--- src/rtl/access_pkg.sv ---
// Shared state encoding, timer width and default hold times for the door
// access sequencer.
package access_pkg;

  localparam int TIMER_W = 24;

  typedef enum logic [2:0] {
    ST_IDLE    = 3'd0,
    ST_START   = 3'd1,
    ST_WAIT    = 3'd2,
    ST_GRANT   = 3'd3,
    ST_DENY    = 3'd4,
    ST_LOCKOUT = 3'd5
  } state_t;

  // A 50M-cycle wait does not fit the 24-bit shared timer, so the default clamps to full scale.
  localparam logic [TIMER_W-1:0] DEF_TIMEOUT_CYCLES = 24'hFF_FFFF;
  localparam logic [TIMER_W-1:0] DEF_UNLOCK_CYCLES  = 24'd10_000_000;
  localparam logic [TIMER_W-1:0] DEF_DENY_CYCLES    = 24'd5_000_000;
  localparam logic [TIMER_W-1:0] DEF_LOCKOUT_CYCLES = 24'd16_000_000;
  localparam logic [2:0]         DEF_MAX_FAILS      = 3'd3;
  localparam logic [15:0]        DEF_AUTH_MASK      = 16'h0001;

  function automatic logic [2:0] sat_inc3(input logic [2:0] v);
    return (v == 3'd7) ? v : v + 3'd1;
  endfunction

endpackage

--- src/rtl/access_sequencer_hold_timer.sv ---
// Shared hold/timeout counter: counts enabled cycles since the last clear and
// flags the cycle in which the count reaches limit (a limit of 0 behaves as 1).
module hold_timer
  import access_pkg::*;
(
  input  logic               clk,
  input  logic               rst_n,
  input  logic               clear_i,
  input  logic               enable_i,
  input  logic [TIMER_W-1:0] limit_i,
  output logic               expired_o
);

  logic [TIMER_W-1:0] count_q, count_d;
  logic [TIMER_W:0]   count_plus1;

  assign count_plus1 = {1'b0, count_q} + {{TIMER_W{1'b0}}, 1'b1};
  assign expired_o   = (count_plus1 >= {1'b0, limit_i});

  always_comb begin
    count_d = count_q;
    if (clear_i) begin
      count_d = '0;
    end else if (enable_i && (count_q != {TIMER_W{1'b1}})) begin
      count_d = count_plus1[TIMER_W-1:0];
    end
  end

  always_ff @(posedge clk or negedge rst_n) begin
    if (!rst_n) begin
      count_q <= '0;
    end else begin
      count_q <= count_d;
    end
  end

endmodule

--- src/rtl/access_sequencer.sv ---
// Button-triggered access sequencer: requests a CNN inference, then grants,
// denies or locks out based on the returned class; all outputs registered.
module access_sequencer
  import access_pkg::*;
#(
  parameter logic [TIMER_W-1:0] TIMEOUT_CYCLES = DEF_TIMEOUT_CYCLES,
  parameter logic [TIMER_W-1:0] UNLOCK_CYCLES  = DEF_UNLOCK_CYCLES,
  parameter logic [TIMER_W-1:0] DENY_CYCLES    = DEF_DENY_CYCLES,
  parameter logic [TIMER_W-1:0] LOCKOUT_CYCLES = DEF_LOCKOUT_CYCLES,
  parameter logic [2:0]         MAX_FAILS      = DEF_MAX_FAILS,
  parameter logic [15:0]        AUTH_MASK      = DEF_AUTH_MASK
) (
  input  logic       clk,
  input  logic       rst_n,
  input  logic       press_pulse,
  output logic       infer_start,
  input  logic       infer_done,
  input  logic [3:0] infer_class,
  output logic       door_unlock,
  output logic       deny_led,
  output logic       lockout,
  output logic       timeout_err,
  output logic [3:0] last_class,
  output logic [2:0] fail_cnt
);

  state_t             state_q, state_d;
  logic [2:0]         fail_q, fail_d, fail_next;
  logic [3:0]         class_q, class_d;
  logic               start_q, start_d;
  logic               door_q, door_d;
  logic               deny_q, deny_d;
  logic               lock_q, lock_d;
  logic               tmo_q, tmo_d;
  logic               tmr_clear, tmr_enable, tmr_expired;
  logic [TIMER_W-1:0] tmr_limit;

  assign fail_next  = sat_inc3(fail_q);
  assign tmr_clear  = (state_d != state_q);
  assign tmr_enable = (state_q == ST_WAIT) || (state_q == ST_GRANT) ||
                      (state_q == ST_DENY) || (state_q == ST_LOCKOUT);

  always_comb begin
    tmr_limit = TIMEOUT_CYCLES;
    unique case (state_q)
      ST_GRANT:   tmr_limit = UNLOCK_CYCLES;
      ST_DENY:    tmr_limit = DENY_CYCLES;
      ST_LOCKOUT: tmr_limit = LOCKOUT_CYCLES;
      default:    tmr_limit = TIMEOUT_CYCLES;
    endcase
  end

  hold_timer u_hold_timer (
    .clk       (clk),
    .rst_n     (rst_n),
    .clear_i   (tmr_clear),
    .enable_i  (tmr_enable),
    .limit_i   (tmr_limit),
    .expired_o (tmr_expired)
  );

  // infer_done outranks timer expiry in WAIT, so a late answer still counts.
  always_comb begin
    state_d = state_q;
    fail_d  = fail_q;
    class_d = class_q;
    tmo_d   = 1'b0;
    unique case (state_q)
      ST_IDLE: begin
        if (press_pulse) state_d = ST_START;
      end
      ST_START: begin
        state_d = ST_WAIT;
      end
      ST_WAIT: begin
        if (infer_done) begin
          class_d = infer_class;
          if (AUTH_MASK[infer_class]) begin
            state_d = ST_GRANT;
            fail_d  = 3'd0;
          end else begin
            fail_d  = fail_next;
            state_d = (fail_next == MAX_FAILS) ? ST_LOCKOUT : ST_DENY;
          end
        end else if (tmr_expired) begin
          tmo_d   = 1'b1;
          fail_d  = fail_next;
          state_d = (fail_next == MAX_FAILS) ? ST_LOCKOUT : ST_DENY;
        end
      end
      ST_GRANT, ST_DENY: begin
        if (tmr_expired) state_d = ST_IDLE;
      end
      ST_LOCKOUT: begin
        if (tmr_expired) begin
          state_d = ST_IDLE;
          fail_d  = 3'd0;
        end
      end
      default: begin
        state_d = ST_IDLE;
      end
    endcase
  end

  always_comb begin
    start_d = (state_d == ST_START);
    door_d  = (state_d == ST_GRANT);
    deny_d  = (state_d == ST_DENY);
    lock_d  = (state_d == ST_LOCKOUT);
  end

  always_ff @(posedge clk or negedge rst_n) begin
    if (!rst_n) begin
      state_q <= ST_IDLE;
      fail_q  <= 3'd0;
      class_q <= 4'd0;
      start_q <= 1'b0;
      door_q  <= 1'b0;
      deny_q  <= 1'b0;
      lock_q  <= 1'b0;
      tmo_q   <= 1'b0;
    end else begin
      state_q <= state_d;
      fail_q  <= fail_d;
      class_q <= class_d;
      start_q <= start_d;
      door_q  <= door_d;
      deny_q  <= deny_d;
      lock_q  <= lock_d;
      tmo_q   <= tmo_d;
    end
  end

  assign infer_start = start_q;
  assign door_unlock = door_q;
  assign deny_led    = deny_q;
  assign lockout     = lock_q;
  assign timeout_err = tmo_q;
  assign last_class  = class_q;
  assign fail_cnt    = fail_q;

endmodule

--- config.mk ---
export PLATFORM = sky130hd
export DESIGN_NAME = access_sequencer
export DESIGN_NICKNAME = d
export VERILOG_FILES = /design/src/rtl/access_pkg.sv /design/src/rtl/access_sequencer_hold_timer.sv /design/src/rtl/access_sequencer.sv
export SDC_FILE = /design/constraint.sdc
export NUM_CORES = 1
export LEC_CHECK = 0
export BUFFER_PORTS_ARGS = -buffer_cell sky130_fd_sc_hd__buf_4
export CORE_MARGIN = 5
export CORE_UTILIZATION = 55
export CTS_CLUSTER_DIAMETER = 50
export DETAILED_ROUTE_END_ITERATION = 10
export PLACE_DENSITY = 0.76
export SYNTH_ARGS = -nofsm -noshare
export SYNTH_HDL_FRONTEND = slang
export SYNTH_SLANG_ARGS = --single-unit
export TNS_END_PERCENT = 20
--- constraint.sdc ---
create_clock -name clk -period 3.6 [get_ports clk]
set_clock_uncertainty 0.15 [all_clocks]
set_input_delay 0.18 -clock clk [delete_from_list [all_inputs] [get_ports clk]]
set_output_delay 0.18 -clock clk [all_outputs]
set_load 0.03 [all_outputs]
==> results of run 1 <==
-- report_power, final --
| group | leakage [nW] | internal, W | switching (W) | total (W) |
|---|---|---|---|---|
| logic | 1.21 | 0.000512 | 0.000707 | 0.00122 |
| registers | 0.530 | 0.000506 | 0.0000466 | 0.000553 |
| clock network | 0.0371 | 0.000129 | 0.000149 | 0.000279 |
| total | 1.78 | 0.00115 | 0.000903 | 0.00205 |
-- layout make-up --
class	count	area, µm²	share of cell area [%]
Tap cell	72	90.1	2.31
Multi-Input combinational cell	269	2080	53.2
Sequential cell	39	976	25.0
Inverter	14	52.6	1.34
Timing Repair Buffer	78	637	16.3
Clock buffer	6	72.6	1.86
-- per-stage QoR --
stage / utilization [%] / TNS, ns
2_1_floorplan: - / -0.0103
3_3_place_gp: 64.9 / 0
3_5_place_dp: 64.9 / -0.594
4_1_cts: 70.3 / -2.31
5_1_grt: 71.8 / -9.15
6_report: 71.8 / -2.70
-- critical path: stages (launching register included) --
cell      delay (ns)
dfrtp_1         0.37
and4_4          0.27
nand2_4         0.07
nor2_4          0.14
buf_4           0.13
nand2_1         0.05
nor2_2          0.11
xor2_1          0.19
ha_1            0.28
a31o_1          0.18
a21oi_1         0.15
o21a_1          0.17
and3_4          0.19
a211oi_4        0.08
buf_4           0.18
or3_4           0.40
o221a_2         0.31
nor4_2          0.25
-- what timing repair did --
action                                  CTS  global route
pin swaps                                11            12
cloned                                    1             0
hold buffers                              6             0
endpoints found under the setup margin   30            34
resized for setup                        13            11
hold endpoints to repair                 44             0
buffers inserted                         11             3
-- flip-flops by register name, summed over array words and instances, names as in the netlist --
signal	cells
deny_led	1
door_unlock	1
lockout	1
infer_start	1
timeout_err	1
u_hold_timer.count_q	24
fail_cnt	3
state_q	3
last_class	4
-- routing by layer --
metal	part of all wire (%)	vias up	GRT usage (%)
met5	0	-	0
met4	1.3	0	7.63
met1	44	1288	29.9
met3	4.5	10	3.53
li1	-	1313	-
met2	50	61	37.4
-- layout by cell type, fill, tap and decap left out, types with 10 or more instances in the layout --
master and n:
dfrtp_1 39, a21oi_1 10, nor2_1 29, ha_1 16, xor2_1 14, nand3_1 11, buf_4 69, nand2_1 25
nor2_2 23, xnor2_1 33
-- logic make-up after synthesis --
| kind of cell | Yosys count |
|---|---|
| simple gates | 151 |
| fa+ha+maj | 19 |
| compound gates | 47 |
| xor+xnor | 48 |
| flops | 39 |
| mux | 4 |
| buf+inv | 29 |
-- worst min path at each step --
stage	from	endpoint	depth (start not counted)
floorplan	rst_n	deny_led	0
global placement	rst_n	fail_cnt[0]	1
detailed placement	rst_n	fail_cnt[0]	1
CTS	press_pulse	infer_start	3
global route	press_pulse	infer_start	3
finish	press_pulse	infer_start	3
==> results.md, run 1 <==
* 1st-pass router iterations at 4
* Crit Path Category: reg2reg
* Crit. End Element: flip-flop
* Mean Syn Cell Area at 9.05 µm²
* Share of cells above drive strength 1 at 34.7%
* Compound-gate portion of the synthesized area at 11.7%
* Final Hold Vio Count at 0
* Area grow syn2layout at 28.1%
* Num CTS Buffers at 5
* Post-Syn Area at 3050 µm²
* Critical register-to-register path startpoint: u_hold_timer.count_q[0]
* RSZ-0062 raised after global routing: yes
* Worst min path class: in2reg
* Tcrit/Tclk final at 105%
* Synth Warn # at 0
* Setup WS post-layout at -0.191 ns
* Most frequent cell after synthesis: dfrtp_1
* Seq/Total Area, Yosys at 32.0%
* Critical Path Source: u_hold_timer.count_q[0]
* Finished Cell Area at 3910 µm²
* Die W at 84.5 µm
* Crit path capture: door_unlock
* Failing checks: setup timing
* Multiplexer area fraction after synthesis at 1.48%
* Worst Reg-to-Reg Cells at 17
* Simple-gate area share of the yosys netlist at 28.5%
* DRT antenna net count at 0
* CTS max path bufs at 2
* Number of global-route vias before repair at 2696
* Largest net degree at the start of global routing at 40
* Pwr Density at 525 nW/µm²
* Worst IR Drop VDD at 0.360 mV
* WL final at 7880 µm
* Floorplan row count at 27
* Crit start category: flip-flop
* DR WL/cell at 16.5 µm
* Main combinational cell family by area after synthesis: simple AND/OR/NAND/NOR gates
* DP Worst Slack at -0.0408 ns
* Final worst path period need at 3.79 ns
* Tot GR Track Use at 22.5%
* Post-Syn Nets at 362
* Post-Synth XOR/XNOR Area at 14.2%
* DR DRC count at 0
* CP required at 3.65 ns
* Ys flop type: dfrtp_1
* Initial Util at 56.1%
* H-tree lvl count at 2
* Worst relative slew slack at 53.0%
* Worst slew pin tran at 0.705 ns
* Worst-path clk slew at 0.08 ns
* Reg2Reg Setup Slack at -0.19 ns
* Fill cells at 396
* N_diodes at 0
* Top cell type's share of synthesized area at 32.0%
* DR iter-0 viols at 165
* Worst-Skew Late Latency at 0.29 ns
* Worst EP arrival at 3.84 ns
* # nets final at 432
* Congestion Overflow GR at 0
* Max_cap viols at 0
* Fmax at 0.264 GHz
* Post-Synth Adder-Cell Area at 7.63%
* Die H at 84.5 µm
* Finished Layout Cells at 478
* Top Ports at 20
* Placed cell area at 3530 µm²
* Port Buffer Count at 19
* CTS Root Cell: clkbuf_8
* Top cells by count, synth: dfrtp_1 (39), xnor2_1 (33), nor2_1 (32), nand2_1 (26), nor2_2 (21)
* EDFF count, synth at 0
* Placed cells at 452
* DP HPWL at 5350 µm
* Die area at 7130 µm²
* Mapped Cells at 337
* Vias at 2672
* Status: finished with violations
* # clock sinks at 39
* RePlAce Congestion at 0.898
* Initial antenna violation count at 0
* Final setup fails at 32
* Synth Register Bits at 39
* Tot Pwr at 0.00205 W
* Top post-synthesis cells by area: dfrtp_1 (32%), xnor2_1 (9.5%), ha_1 (7.0%)
* Worst R2R End: door_unlock
* CTS tree: built
* Static leakage at 1.78 nW
* Synth cell types at 65
* Synth area leader: dfrtp_1
* Hold slack at 0.0329 ns
* Async SR Flop Fraction at 100%
* Critical path peak fanout at 4
* Vias per cell at 5.59
* Fin. max-slew vios at 0
* First-pass GRT wire length at 13100 µm
* Core box area at 5440 µm²
No activity file was read; power rests on OpenSTA's default activity.
==> inputs of run 2 (changes only) <==
- SETUP_SLACK_MARGIN: not set -> 0.2
==> run 2 against run 1 <==
The flow still finishes with violations (setup timing). Via count grew 1.9%. Global-route usage is essentially flat. Combinational power shrank 5%. Setup slack gained 0.16 ns. Clock-buffer cell count grew 1. Sequential share of layout area shrank 0.39 points. Die area is the same. Utilization grew 1.2 points. Sequential power is essentially flat. Routed wire length shrank 4.0%. Power shrank 1.7%. Register-to-register slack gained 0.16 ns. Critical path type unchanged. Highest routed layer unchanged.
==> results.md, run 2 (synthesis gave the netlist of run 1 again) <==
* Floorplan row count at 27 (unchanged)
* GRT met3 Usage at 3.53% (unchanged)
* Most frequent cells in the layout: buf_4 (71), dfrtp_1 (38), xnor2_1 (33), nor2_1 (28), nand2_1 (25)
* 1st-pass router iterations at 4 (unchanged)
* Final Hold Vio Count at 0 (unchanged)
* Tcrit/Tclk final at 101% (-4.5 points)
* Num CTS Buffers at 5 (unchanged)
* Crit. End Element: flip-flop
* Tot GR Track Use at 22.5% (about the same)
* Final worst path period need at 3.63 ns (-0.161 ns)
* Gr busiest metal: met2
* Worst R2R End: fail_cnt[2]
* Worst min path class: in2reg
* Worst Reg-to-Reg Cells at 15 (-2)
* Worst path slowest cell: or3_4
* Worst EP arrival at 3.71 ns (-0.13 ns)
* Area grow syn2layout at 30.3%
* Initial Util at 56.1% (unchanged)
* H-tree lvl count at 2 (unchanged)
* Number of global-route vias before repair at 2782 (+3.2%)
* DR iter-0 viols at 199 (+21%)
* Core box area at 5440 µm² (unchanged)
* Hold Crit Start: press_pulse
* RSZ-0062 raised after global routing: yes
* # nets final at 435 (+0.69%)
* TNS Setup at -0.0382 ns (+2.66 ns)
* Crit Path Category: reg2reg
* Gate family responsible for the most delay along the worst path: simple AND/OR/NAND/NOR gates
* Max_cap viols at 0 (unchanged)
* Worst-path clk slew at 0.08 ns (about the same)
* Commonest non-fill, non-tap cell in the layout: buf_4
* Worst slew pin tran at 0.675 ns (-0.0295 ns)
* Fmax at 0.275 GHz (+4.4%)
* First-pass GRT wire length at 13000 µm (-0.31%)
* Critical path buffers and inverters at 2 (unchanged)
* Fill cells at 373 (-5.8%)
* Die H at 84.5 µm (unchanged)
* Worst relative slew slack at 55.0% (+2.0 points)
* CP required at 3.68 ns (+0.03 ns)
* Hold Path Cell Cnt at 3 (unchanged)
* DR WL/cell at 15.7 µm (-5.0%)
* # clock sinks at 39 (unchanged)
* Crit start category: flip-flop
* Vias per cell at 5.64 (+0.89%)
* Worst IR Drop VDD at 0.470 mV (+31%)
* Met2 GRT Util at 37.5% (+0.072 points)
* Die area at 7130 µm² (unchanged)
* WL final at 7560 µm (-4.0%)
* Critical path peak fanout at 4 (unchanged)
* Congestion Overflow GR at 0 (unchanged)
* CTS Root Cell: clkbuf_8
* Failing checks: setup timing
* Setup WS post-layout at -0.0302 ns (+0.161 ns)
* CTS tree: built
* Static leakage at 1.80 nW (+0.99%)
* Largest Register: u_hold_timer.count_q
* Hold endpoint: infer_start
* Critical register-to-register path startpoint: u_hold_timer.count_q[1]
* M1 GR Usage at 29.3% (-0.63 points)
* Top Ports at 20 (unchanged)
* Fin. max-slew vios at 0 (unchanged)
* Max stage delay on crit path at 0.45 ns (+0.05 ns)
* Share of cells above drive strength 1 at 37.0% (+2.3 points)
* DP HPWL at 5470 µm (+2.3%)
* Hold slack at 0.0542 ns (+0.0213 ns)
* Initial antenna violation count at 0 (unchanged)
* DRT antenna net count at 0 (unchanged)
* Pwr Density at 507 nW/µm² (-3.4%)
* Vias at 2724 (+1.9%)
* Status: finished with violations
* Reg2Reg Setup Slack at -0.03 ns (+0.16 ns)
* N_diodes at 0 (unchanged)
* Max FFs per register at 24 (unchanged)
* DR DRC count at 0 (unchanged)
* Largest net degree at the start of global routing at 40 (unchanged)
* Die W at 84.5 µm (unchanged)
* CP cell instances: buf_4 -> ha_4 -> nand3_4 -> nor4_4 -> nand4_1 -> xnor2_1 -> ha_1 -> a21o_1 -> a21oi_2 -> o31a_1 -> o211ai_1 -> or3_4 -> buf_6 -> a22o_4 -> nor3_2
* Worst-Skew Late Latency at 0.30 ns (about the same)
* Final setup fails at 3 (-91%)
* Port Buffer Count at 19 (unchanged)
* RePlAce Congestion at 0.827 (-7.9%)
* CTS max path bufs at 2 (unchanged)
## run 2: repair_timing
item / in CTS / in global routing
resized for setup: 11 / 11
hold endpoints to repair: 44 / 0
cloned: 0 / 0
pin swaps: 19 / 21
hold buffers: 6 / 0
setup endpoints to repair: 34 / 34
setup buffers: 16 / 2
## run 2: final cells by class
class	instances	area (µm²)	share of cell area, %
Clock buffer	7	86.3	2.17
Clock inverter	1	5.00	0.126
Inverter	14	52.6	1.32
Multi-Input combinational cell	269	2110	53.0
Sequential cell	39	977	24.6
Tap cell	72	90.1	2.27
Timing Repair Buffer	81	656	16.5
## run 2: worst max path at each step
stage,startpoint,end,slack [ns],cells after the start
final,u_hold_timer.count_q[1],fail_cnt[2],-0.03,15
after global placement,u_hold_timer.count_q[0],door_unlock,0.006,15
after detailed placement,u_hold_timer.count_q[0],fail_cnt[2],-0.07,16
after CTS,u_hold_timer.count_q[2],fail_cnt[1],0.02,18
after floorplan,u_hold_timer.count_q[2],door_unlock,0.20,16
after global routing,u_hold_timer.count_q[0],fail_cnt[2],-0.18,15
## run 2: through the flow
step           instances  util [%]  cell area (µm²)  setup WS [ns]  power (W)
2_1_floorplan        337         -             3120          0.198    0.00126
3_3_place_gp         451      65.7             3570        0.00608    0.00161
3_5_place_dp         451      65.7             3570        -0.0696    0.00164
4_1_cts              481      71.7             3900         0.0198    0.00199
5_1_grt              483      73.1             3970         -0.184    0.00215
6_report             483      73.1             3970        -0.0302    0.00202
## run 2: where the power goes
group / switching [W] / total, W / internal (W)
Sequential: 0.0000451 / 0.000552 / 0.000507
Clock: 0.000153 / 0.000307 / 0.000155
Combinational: 0.000682 / 0.00116 / 0.000473
## run 2: per-layer routing
metal | up-vias | wire length [µm]
met5 | - | 0
met4 | 0 | 227
met3 | 23 | 326
met2 | 63 | 3640
met1 | 1322 | 3370
li1 | 1316 | -
## run 2: tightest hold or removal path, stage by stage
cell	delay [ns]
buf_4	0.09
nand3b_1	0.12
inv_1	0.08
